===== src/rtl/pipe_pkg.sv =====
// pipe_pkg: shared pipeline-control types, constants and the load-use hazard check
package pipe_pkg;

    typedef enum logic [1:0] {
        RUN      = 2'd0,
        BR_FLUSH = 2'd1,
        MEM_WAIT = 2'd2
    } state_t;

    localparam logic [4:0] REG_ZERO = 5'd0;
    localparam int DEF_FLUSH_CYCLES = 1;
    localparam int DEF_MEM_TIMEOUT = 64;

    // $zero is never a real producer, so a load targeting it cannot create a hazard
    function automatic logic load_use(
        input logic       rden,
        input logic [4:0] ex_rt,
        input logic [4:0] id_rs,
        input logic [4:0] id_rt,
        input logic       uses_rt
    );
        return rden && ex_rt != REG_ZERO && (ex_rt == id_rs || (uses_rt && ex_rt == id_rt));
    endfunction

endpackage


===== src/rtl/sat_counter.sv =====
// sat_counter: saturating up-counter with synchronous clear
//   clock  in   clock
//   clear  in   synchronous clear to zero (wins over inc)
//   inc    in   count up by one, holding at all-ones
//   count  out  current value
module sat_counter #(
    parameter int W = 16
) (
    input  logic         clock,
    input  logic         clear,
    input  logic         inc,
    output logic [W-1:0] count
);

    always_ff @(posedge clock)
        count <= clear ? '0 : (inc && !(&count)) ? count + W'(1) : count;

endmodule


===== src/rtl/hazard_ctrl.sv =====
// hazard_ctrl: load-use / branch-flush / memory-wait sequencing for the 5-stage pipeline
//   clock, reset                   clock and synchronous active-high reset
//   ID_RS, ID_RT, ID_UsesRT        source registers of the instruction in ID
//   EX_MEM_RDEN, EX_RT             load in EX and its destination
//   branch_taken                   EX redirects the PC
//   mem_busy                       data memory not ready
//   PC_Write, IFID_Write           PC and IF_ID enables (combinational)
//   IFID_Flush, IDEX_Flush         bubble insertion (combinational)
//   Pipe_Hold                      freeze EX_MEM and MEM_WB (combinational)
//   stall_cnt, flush_cnt, wait_cnt saturating statistics
//   mem_timeout                    sticky memory-wait watchdog
module hazard_ctrl
    import pipe_pkg::*;
#(
    parameter int FLUSH_CYCLES = DEF_FLUSH_CYCLES,
    parameter int MEM_TIMEOUT  = DEF_MEM_TIMEOUT,
    parameter int CNT_W        = 16
) (
    input  logic             clock,
    input  logic             reset,
    input  logic [4:0]       ID_RS,
    input  logic [4:0]       ID_RT,
    input  logic             ID_UsesRT,
    input  logic             EX_MEM_RDEN,
    input  logic [4:0]       EX_RT,
    input  logic             branch_taken,
    input  logic             mem_busy,
    output logic             PC_Write,
    output logic             IFID_Write,
    output logic             IFID_Flush,
    output logic             IDEX_Flush,
    output logic             Pipe_Hold,
    output logic [CNT_W-1:0] stall_cnt,
    output logic [CNT_W-1:0] flush_cnt,
    output logic [CNT_W-1:0] wait_cnt,
    output logic             mem_timeout
);

    localparam int TW = $clog2(MEM_TIMEOUT + 1);

    state_t        state, saved_state, eff_state;
    logic [1:0]    flush_left, saved_left, eff_left;
    logic [TW-1:0] wait_timer;
    logic          do_flush, do_stall;

    // When a memory wait ends, the interrupted state takes effect in the same cycle
    always_comb begin
        eff_state  = (state == MEM_WAIT) ? saved_state : state;
        eff_left   = (state == MEM_WAIT) ? saved_left : flush_left;
        do_flush   = !mem_busy && (eff_state == BR_FLUSH || (eff_state == RUN && branch_taken));
        do_stall   = !mem_busy && eff_state == RUN && !branch_taken &&
                     load_use(EX_MEM_RDEN, EX_RT, ID_RS, ID_RT, ID_UsesRT);
        PC_Write   = !reset && !mem_busy && !do_stall;
        IFID_Write = !reset && !mem_busy && !do_stall;
        IFID_Flush = reset || do_flush;
        IDEX_Flush = reset || do_flush || do_stall;
        Pipe_Hold  = !reset && mem_busy;
    end

    always_ff @(posedge clock) begin
        if (reset) begin
            state       <= RUN;
            flush_left  <= '0;
            saved_state <= RUN;
            saved_left  <= '0;
            wait_timer  <= '0;
            mem_timeout <= 1'b0;
        end else if (mem_busy) begin
            state <= MEM_WAIT;
            if (state != MEM_WAIT) begin
                saved_state <= state;
                saved_left  <= flush_left;
            end
            if (wait_timer != TW'(MEM_TIMEOUT))
                wait_timer <= wait_timer + TW'(1);
            if (wait_timer >= TW'(MEM_TIMEOUT - 1))
                mem_timeout <= 1'b1;
        end else begin
            wait_timer <= '0;
            if (eff_state == BR_FLUSH) begin
                state      <= (eff_left == 2'd1) ? RUN : BR_FLUSH;
                flush_left <= eff_left - 2'd1;
            end else if (branch_taken && FLUSH_CYCLES > 1) begin
                state      <= BR_FLUSH;
                flush_left <= 2'(FLUSH_CYCLES - 1);
            end else begin
                state      <= RUN;
                flush_left <= '0;
            end
        end
    end

    sat_counter #(.W(CNT_W)) u_stall (.clock(clock), .clear(reset), .inc(do_stall), .count(stall_cnt));
    sat_counter #(.W(CNT_W)) u_flush (.clock(clock), .clear(reset), .inc(do_flush), .count(flush_cnt));
    sat_counter #(.W(CNT_W)) u_wait  (.clock(clock), .clear(reset), .inc(!reset && mem_busy), .count(wait_cnt));

endmodule

===== config.mk =====
export PLATFORM = sky130hd
export DESIGN_NAME = hazard_ctrl
export DESIGN_NICKNAME = d
export VERILOG_FILES = /design/src/rtl/pipe_pkg.sv /design/src/rtl/sat_counter.sv /design/src/rtl/hazard_ctrl.sv
export SDC_FILE = /design/constraint.sdc
export NUM_CORES = 1
export LEC_CHECK = 0
export ABC_AREA = 1
export BUFFER_PORTS_ARGS = -buffer_cell sky130_fd_sc_hd__buf_2
export CAP_MARGIN = 20
export CORE_UTILIZATION = 60
export CTS_CLUSTER_SIZE = 8
export DETAILED_ROUTE_END_ITERATION = 12
export PLACE_DENSITY = 0.86
export SYNTH_ARGS = -nofsm -noshare
export SYNTH_HDL_FRONTEND = slang
export SYNTH_HIERARCHICAL = 1
export SYNTH_SLANG_ARGS = --single-unit

===== constraint.sdc =====
create_clock -name clock -period 5.85 [get_ports clock]
set_clock_uncertainty 0.2 [all_clocks]
set_input_delay 0.585 -clock clock [delete_from_list [all_inputs] [get_ports clock]]
set_output_delay 0.585 -clock clock [all_outputs]
set_load 0.01 [all_outputs]

# Word level (Yosys, flattened, before mapping)
# Cells that the tools add are included.
[totals] rom_bits=0 regBits=64 mem_bits_rw=0 n_memories=0 output_inout_bits=54 latch_bits=0
[op_classes] shift=0 div=0 n_mul=0 eq_ne=7 n_addsub=5 n_reduce_logical=34 bitwise_logic=2 n_mux=6 order_cmp=1
[op_table] cell="$add 16x1->16 const B" n=3
[op_table] cell="$reduce_and 16->1" n=3
[op_table] cell="$logic_and 1x1->1" n=14
[op_table] cell="$eq 5x5->1" n=2
[op_table] cell="$mux 2" n=4
[op_table] cell="$add 7x1->7 const B" n=1
[op_table] cell="$ge 7x6->1 const B" n=1
[op_table] cell="$logic_not 1->1" n=7
[op_table] cell="$ne 7x7->1 const B" n=1
[op_table] cell="$reduce_bool 5->1" n=1
[op_table] cell="$eq 2x1->1 const B" n=2
[op_table] cell="$logic_or 1x1->1" n=4
[op_table] cell="$reduce_and 2->1" n=2
[op_table] cell="$reduce_or 3->1" n=1
[op_table] cell="$eq 2x2->1 const B" n=1
[op_table] cell="$logic_not 2->1" n=1
[op_table] cell="$mux 1" n=2
[op_table] cell="$ne 2x2->1 const B" n=1
[op_table] cell="$not 1->1" n=2
[op_table] cell="$reduce_or 2->1" n=1
[op_table] cell="$sub 2x1->2 const B" n=1

# Depth between registers and ports, before layout
[depth] word_depth=8 ltp_mapped=15 ltp_nobuf=15

# Cells and area by module
# Netlist, hierarchy kept.
[by_module_without_submodules] module="sat_counter" seq_area_each_um2=320.3 cells_each=146 area_each_um2=978.4 instances=3
[by_module_without_submodules] module="hazard_ctrl" seq_area_each_um2=320.3 cells_each=152 area_each_um2=963.4 instances=1

# Worst setup path before layout
# No wires, ideal clock.
[synth_timing] path_type="input to output" startpoint="input EX_RT[3]" endpoint="output PC_Write" required_ps=5065 setup_slack_ps=3724 stages=8 t_arrival_ps=1341 path_buffers=1 path_cell_list="inv_1 -> nand2_1 -> nand2_1 -> nor2_1 -> nand3_1 -> nand2_1 -> a21oi_1 -> buf_4"
[synth_between] elab_chain_len=7
[synth_lines] element="start: declaration" line_no="hazard_ctrl.sv:25" text="input logic [4:0] EX_RT,"
[synth_lines] element="$eq 5x5->1" line_no="pipe_pkg.sv:22" text="return rden && ex_rt != REG_ZERO && (ex_rt == id_rs || (uses_rt && ex_rt == id_rt));"
[synth_lines] element="$logic_and 1x1->1" line_no="pipe_pkg.sv:22"
[synth_lines] element="$logic_or 1x1->1" line_no="pipe_pkg.sv:22"
[synth_lines] element="$logic_and 1x1->1 (*)" line_no="pipe_pkg.sv:22"
[synth_lines] element="$logic_and 1x1->1 (*)" line_no="hazard_ctrl.sv:51" text="do_stall = !mem_busy && eff_state == RUN && !branch_taken &&"
[synth_lines] element="$logic_not 1->1 (*)"
[synth_lines] element="$logic_and 1x1->1 (*)"
[synth_lines] element="end: declaration" line_no="hazard_ctrl.sv:28" text="output logic PC_Write,"
# Mark *: on every way between the ends. The rest lies on a longest branch, timed or not.

# Worst setup path after layout
[layout_timing] startpoint="register state[0]" endpoint="register u_flush.count[12]"
[layout_between] elab_chain_len=7
[layout_lines] element="start: declaration" line_no="hazard_ctrl.sv:41" text="state_t state, saved_state, eff_state;"
[layout_lines] element="start signal: assignment" line_no="hazard_ctrl.sv:81" text="state <= (eff_left == 2'd1) ? RUN : BR_FLUSH;"
[layout_lines] element="$eq 2x2->1" line_no="hazard_ctrl.sv:48" text="eff_state = (state == MEM_WAIT) ? saved_state : state;"
[layout_lines] element="$mux 2 (*)" line_no="hazard_ctrl.sv:48"
[layout_lines] element="$logic_not 2->1" line_no="hazard_ctrl.sv:50" text="do_flush = !mem_busy && (eff_state == BR_FLUSH || (eff_state == RUN && branch_taken));"
[layout_lines] element="$logic_and 1x1->1" line_no="hazard_ctrl.sv:50"
[layout_lines] element="$logic_or 1x1->1 (*)" line_no="hazard_ctrl.sv:50"
[layout_lines] element="$logic_and 1x1->1 (*)" line_no="hazard_ctrl.sv:50"
[layout_lines] element="via do_flush" line_no="hazard_ctrl.sv:44" text="logic do_flush, do_stall;"
[layout_lines] element="$logic_and 1x1->1 (*)" line_no="sat_counter.sv:16" text="count <= clear ? '0 : (inc && !(&count)) ? count + W'(1) : count;"
[layout_lines] element="end signal: assignment" line_no="sat_counter.sv:16"
[layout_lines] element="end: declaration" line_no="sat_counter.sv:12" text="output logic [W-1:0] count"
# The timed path passes the listed nets; every way through them passes the cells marked *.
# A chain may end at the register's enable or synchronous reset.

==> impl_summary.txt <==
----------------------------------------------------
[Cells and area]
  Share of post-route cells with drive strength above 1 ... 22.9%
  Ant diodes ... 0
  Post-Layout Cell Count ... 750
  Count of fill cells added during filler insertion ... 528
  Synthesis-to-layout area growth ... 15.8%
  # nets final ... 695
  Sequential cell area ... 1280 um^2
  Final Instance Area ... 4520 um^2
  Area of the multi-input gates ... 2290 um^2
  Fraction of the core area covered by cells at the end of the flow ... 71.5%

[Detailed routing]
  Antenna-violating nets left ... 0
  WL final ... 8870 um
  Detailed-route vias per instance ... 5.23
  Via count ... 3924
  DRT Pass-1 Iters ... 5
  Average wire length per cell after detail routing ... 11.8 um
  Residual DRC count ... 0
  DRC violation total after the first TritonRoute iteration ... 249

[Pwr]
  Tot Pwr ... 0.921 mW
  Worst-case vdd ir drop ... 200 uV
  Leakage power of the design ... 2.02 nW
  Switching power total ... 0.206 mW
  Switch share ... 22.4%
  Part of the total power dissipated in combinational logic ... 6.9%
  Relative contribution of sequential cells to total power ... 48.3%
  Cell area power density ... 204 nW/um^2
  Power Internal ... 0.715 mW
  Share of total power in the clock network ... 44.8%

[Critical path]
  Critical path class ... reg2reg
  Crit path from ... state[0]$_SDFF_PP0_
  Data arrival time of the critical path ... 2.37 ns
  Maximum fanout encountered on the critical timing path ... 6
  Setup crit end kind ... flop
  Worst reg-to-reg path cell count ... 11
  Reg2Reg Launch Point ... state[0]$_SDFF_PP0_
  Worst reg2reg path endpoint ... u_flush/count[12]$_SDFFE_PP0P_
  Required @ worst endpoint ... 5.91 ns
  R2R setup slack ... 3.54 ns
  Type of origin of the critical path ... flop

[Die]
  Floorplan core area ... 6310 um^2
  Number of primary I/O pins ... 75
  Chip height ... 82.6 um
  Area of the die ... 6820 um^2
  Initial standard-cell utilization of the core ... 61.8%
  Rows ... 29
  DIE WIDTH ... 82.6 um

[Yosys]
  Sequential cell area fraction in the yosys report ... 32.9%
  Syn Inst Count ... 590
  Synth cell types ... 29
  Number of enable-type register cells in the synthesized netlist ... 0
  Top flip-flop cell by instance count after synthesis ... sky130_fd_sc_hd__dfxtp_1
  Post-Syn Area per Cell ... 6.61 um^2
  Synth Register Bits ... 64
  Netlist Area Pre-Place ... 3900 um^2
  Syn_nets ... 617
  Asr flop ratio synth ... 0%
  Synthesis Warnings ... 6

[Timing]
  Crit path setup slack, layout ... 3.54 ns
  Peak clock frequency supported by timing ... 433 MHz
  Setup-violating endpoint count in the final report ... 0
  Total negative setup slack ... 0 ns
  Max Transition Viols Final ... 0
  Relative slew margins ... 65.2%
  RSZ-0062 raised after global routing ... false
  Hold Slack ... 0.262 ns
  Final hold viol count ... 0
  Final critical-path required period ... 2.31 ns
  Fin crit share ... 39.5%
  Slew of the pin with the lowest slew margin ... 0.521 ns

[Placement]
  Final weighted congestion in routability-driven placement ... 0.847
  Worst setup slack before clock tree synthesis ... 3.41 ns
  Post-placement cell area ... 4300 um^2
  HPWL after detailed placement ... 6630 um
  Count of port buffers added during placement ... 74
  Inst Count DP ... 734

[Worst hold path]
  Worst hold path type ... reg2reg
  Depth of the worst hold-timing path ... 2
  Startpoint of the tightest hold check path ... mem_timeout$_SDFFE_PP0P_
  WHS Endpoint ... mem_timeout$_SDFFE_PP0P_

[Global routing]
  GR Util All Layers ... 27.5%
  First-pass GRT wire length ... 14600 um
  Number of antenna violations at the first check in global routing ... 0
  Number of global-route vias before repair ... 3523
  Largest net degree at the start of global routing ... 16
  Aggregate global routing overflow ... 0

[Clocking]
  CTS Root Cell ... sky130_fd_sc_hd__clkbuf_8
  Hold buffers post-CTS ... 0
  Clock latency on the worst-skew pair ... 0.33 ns
  Number of CTS-inserted buffers ... 9
  Deepest clock path buffer count ... 2
  Buffer count from post-CTS setup fixing ... 0
  H-tree lvl count ... 3
  # resized after CTS ... 0
  Clock sink count ... 64
  TritonCTS clock tree ... built
  Worst-path clk slew ... 0.07 ns

[Outcome]
  Result of the run ... finished, final reports clean

[Flow run]
  Max-cap violations ... 0

----------------------------------------------------
-- synth_stat cells, types with 2 or more instances --
master                     count  area (um^2)
sky130_fd_sc_hd__nand4_1       8         50.1
sky130_fd_sc_hd__o21ai_2       4         35.0
sky130_fd_sc_hd__nor2_2        6         37.5
sky130_fd_sc_hd__o21ai_0      16         80.1
sky130_fd_sc_hd__nand3_2       7         70.1
sky130_fd_sc_hd__o22ai_1       2         12.5
sky130_fd_sc_hd__inv_2         3         11.3
sky130_fd_sc_hd__o21ai_1       6         30.0
sky130_fd_sc_hd__xnor2_1       2         17.5
sky130_fd_sc_hd__nor2_4       19          214
sky130_fd_sc_hd__nand3b_1      4         30.0
sky130_fd_sc_hd__clkbuf_4      3         22.5
sky130_fd_sc_hd__nand2_1     136          510
sky130_fd_sc_hd__a21oi_1      34          170
sky130_fd_sc_hd__nand4_4       3         63.8
sky130_fd_sc_hd__a21oi_2       6         52.6
sky130_fd_sc_hd__dfxtp_1      64         1280
sky130_fd_sc_hd__nand2_2      18          113
sky130_fd_sc_hd__nor3b_1       2         15.0
sky130_fd_sc_hd__nand3_1      45          225
sky130_fd_sc_hd__inv_1        68          255
sky130_fd_sc_hd__ha_1          6         75.1
sky130_fd_sc_hd__buf_6         3         33.8
sky130_fd_sc_hd__nor2_1      120          450
-- state kept, by name, summed over array words and instances, names as in the netlist --
signal and count:
u_flush/count 16, mem_timeout 1, wait_timer 7, u_stall/count 16, flush_left 2, state 2
saved_left 2, u_wait/count 16, saved_state 2
-- kinds of logic (layout without fill, tap and decap cells) --
family | count (synthesis) | count (layout) | share of synthesized area, %
flops | 64 | 64 | 32.9
buf+inv | 78 | 161 | 8.47
fa+ha+maj | 6 | 6 | 1.93
xor+xnor | 3 | 3 | 0.674
compound gates | 69 | 69 | 9.95
simple gates | 370 | 370 | 46.1
-- metal layers --
metal  up-vias  track usage [%]  wire length, um
met4         0             11.2              102
met5         -                0                0
met1      1756             33.4             4000
met2       125             47.9             4300
li1       2031                -                -
met3        12             4.84              462
-- worst max path at each step --
stage,end,slack (ns),cells past startpoint
6_report,u_flush/count[12]$_SDFFE_PP0P_,3.54,11
5_1_grt,u_flush/count[14]$_SDFFE_PP0P_,3.32,12
4_1_cts,PC_Write,3.57,7
3_5_place_dp,u_flush/count[12]$_SDFFE_PP0P_,3.41,10
3_3_place_gp,u_flush/count[14]$_SDFFE_PP0P_,3.51,11
2_1_floorplan,PC_Write,3.72,8
-- cell usage in the layout, fill, tap and decap left out, drive strengths merged, types with 2 or more instances in the layout --
cell	n
a21oi	40
ha	6
buf	74
clkbuf	13
nand3b	4
nor3b	3
nand3	52
bufinv	2
xnor2	2
nand2	154
inv	71
o22ai	2
dfxtp	64
nor2	145
nand4	11
o21ai	26
-- final cells by class --
cell class,instances,area share (%)
repair buffers,74,8.20
well taps,77,2.13
flip-flops and latches,64,28.4
clock buffers,13,3.30
clock inverters,3,1.44
multi-input cells,448,50.7
inverters,71,5.90
-- critical path, cell delays in order (launching register included) --
cell                      delay (ns)
sky130_fd_sc_hd__dfxtp_1        0.35
sky130_fd_sc_hd__nor2_1         0.14
sky130_fd_sc_hd__nor2_1         0.07
sky130_fd_sc_hd__nor2_1         0.12
sky130_fd_sc_hd__inv_1          0.08
sky130_fd_sc_hd__nor2_1         0.41
sky130_fd_sc_hd__inv_2          0.13
sky130_fd_sc_hd__nor2_4         0.18
sky130_fd_sc_hd__nand2_1        0.12
sky130_fd_sc_hd__nor2_1         0.16
sky130_fd_sc_hd__o21ai_0        0.11
sky130_fd_sc_hd__a21oi_1        0.16
-- power groups by stage --
stage	Sequential [mW]	Combinational, mW	Clock, mW
after global routing	0.445	0.0723	0.439
after detailed placement	0.455	0.0626	0
final	0.445	0.0634	0.413
after global placement	0.454	0.0601	0
after floorplan	0.455	0.0408	0
after CTS	0.445	0.0630	0.420
Power figures use the tool's default switching activity.
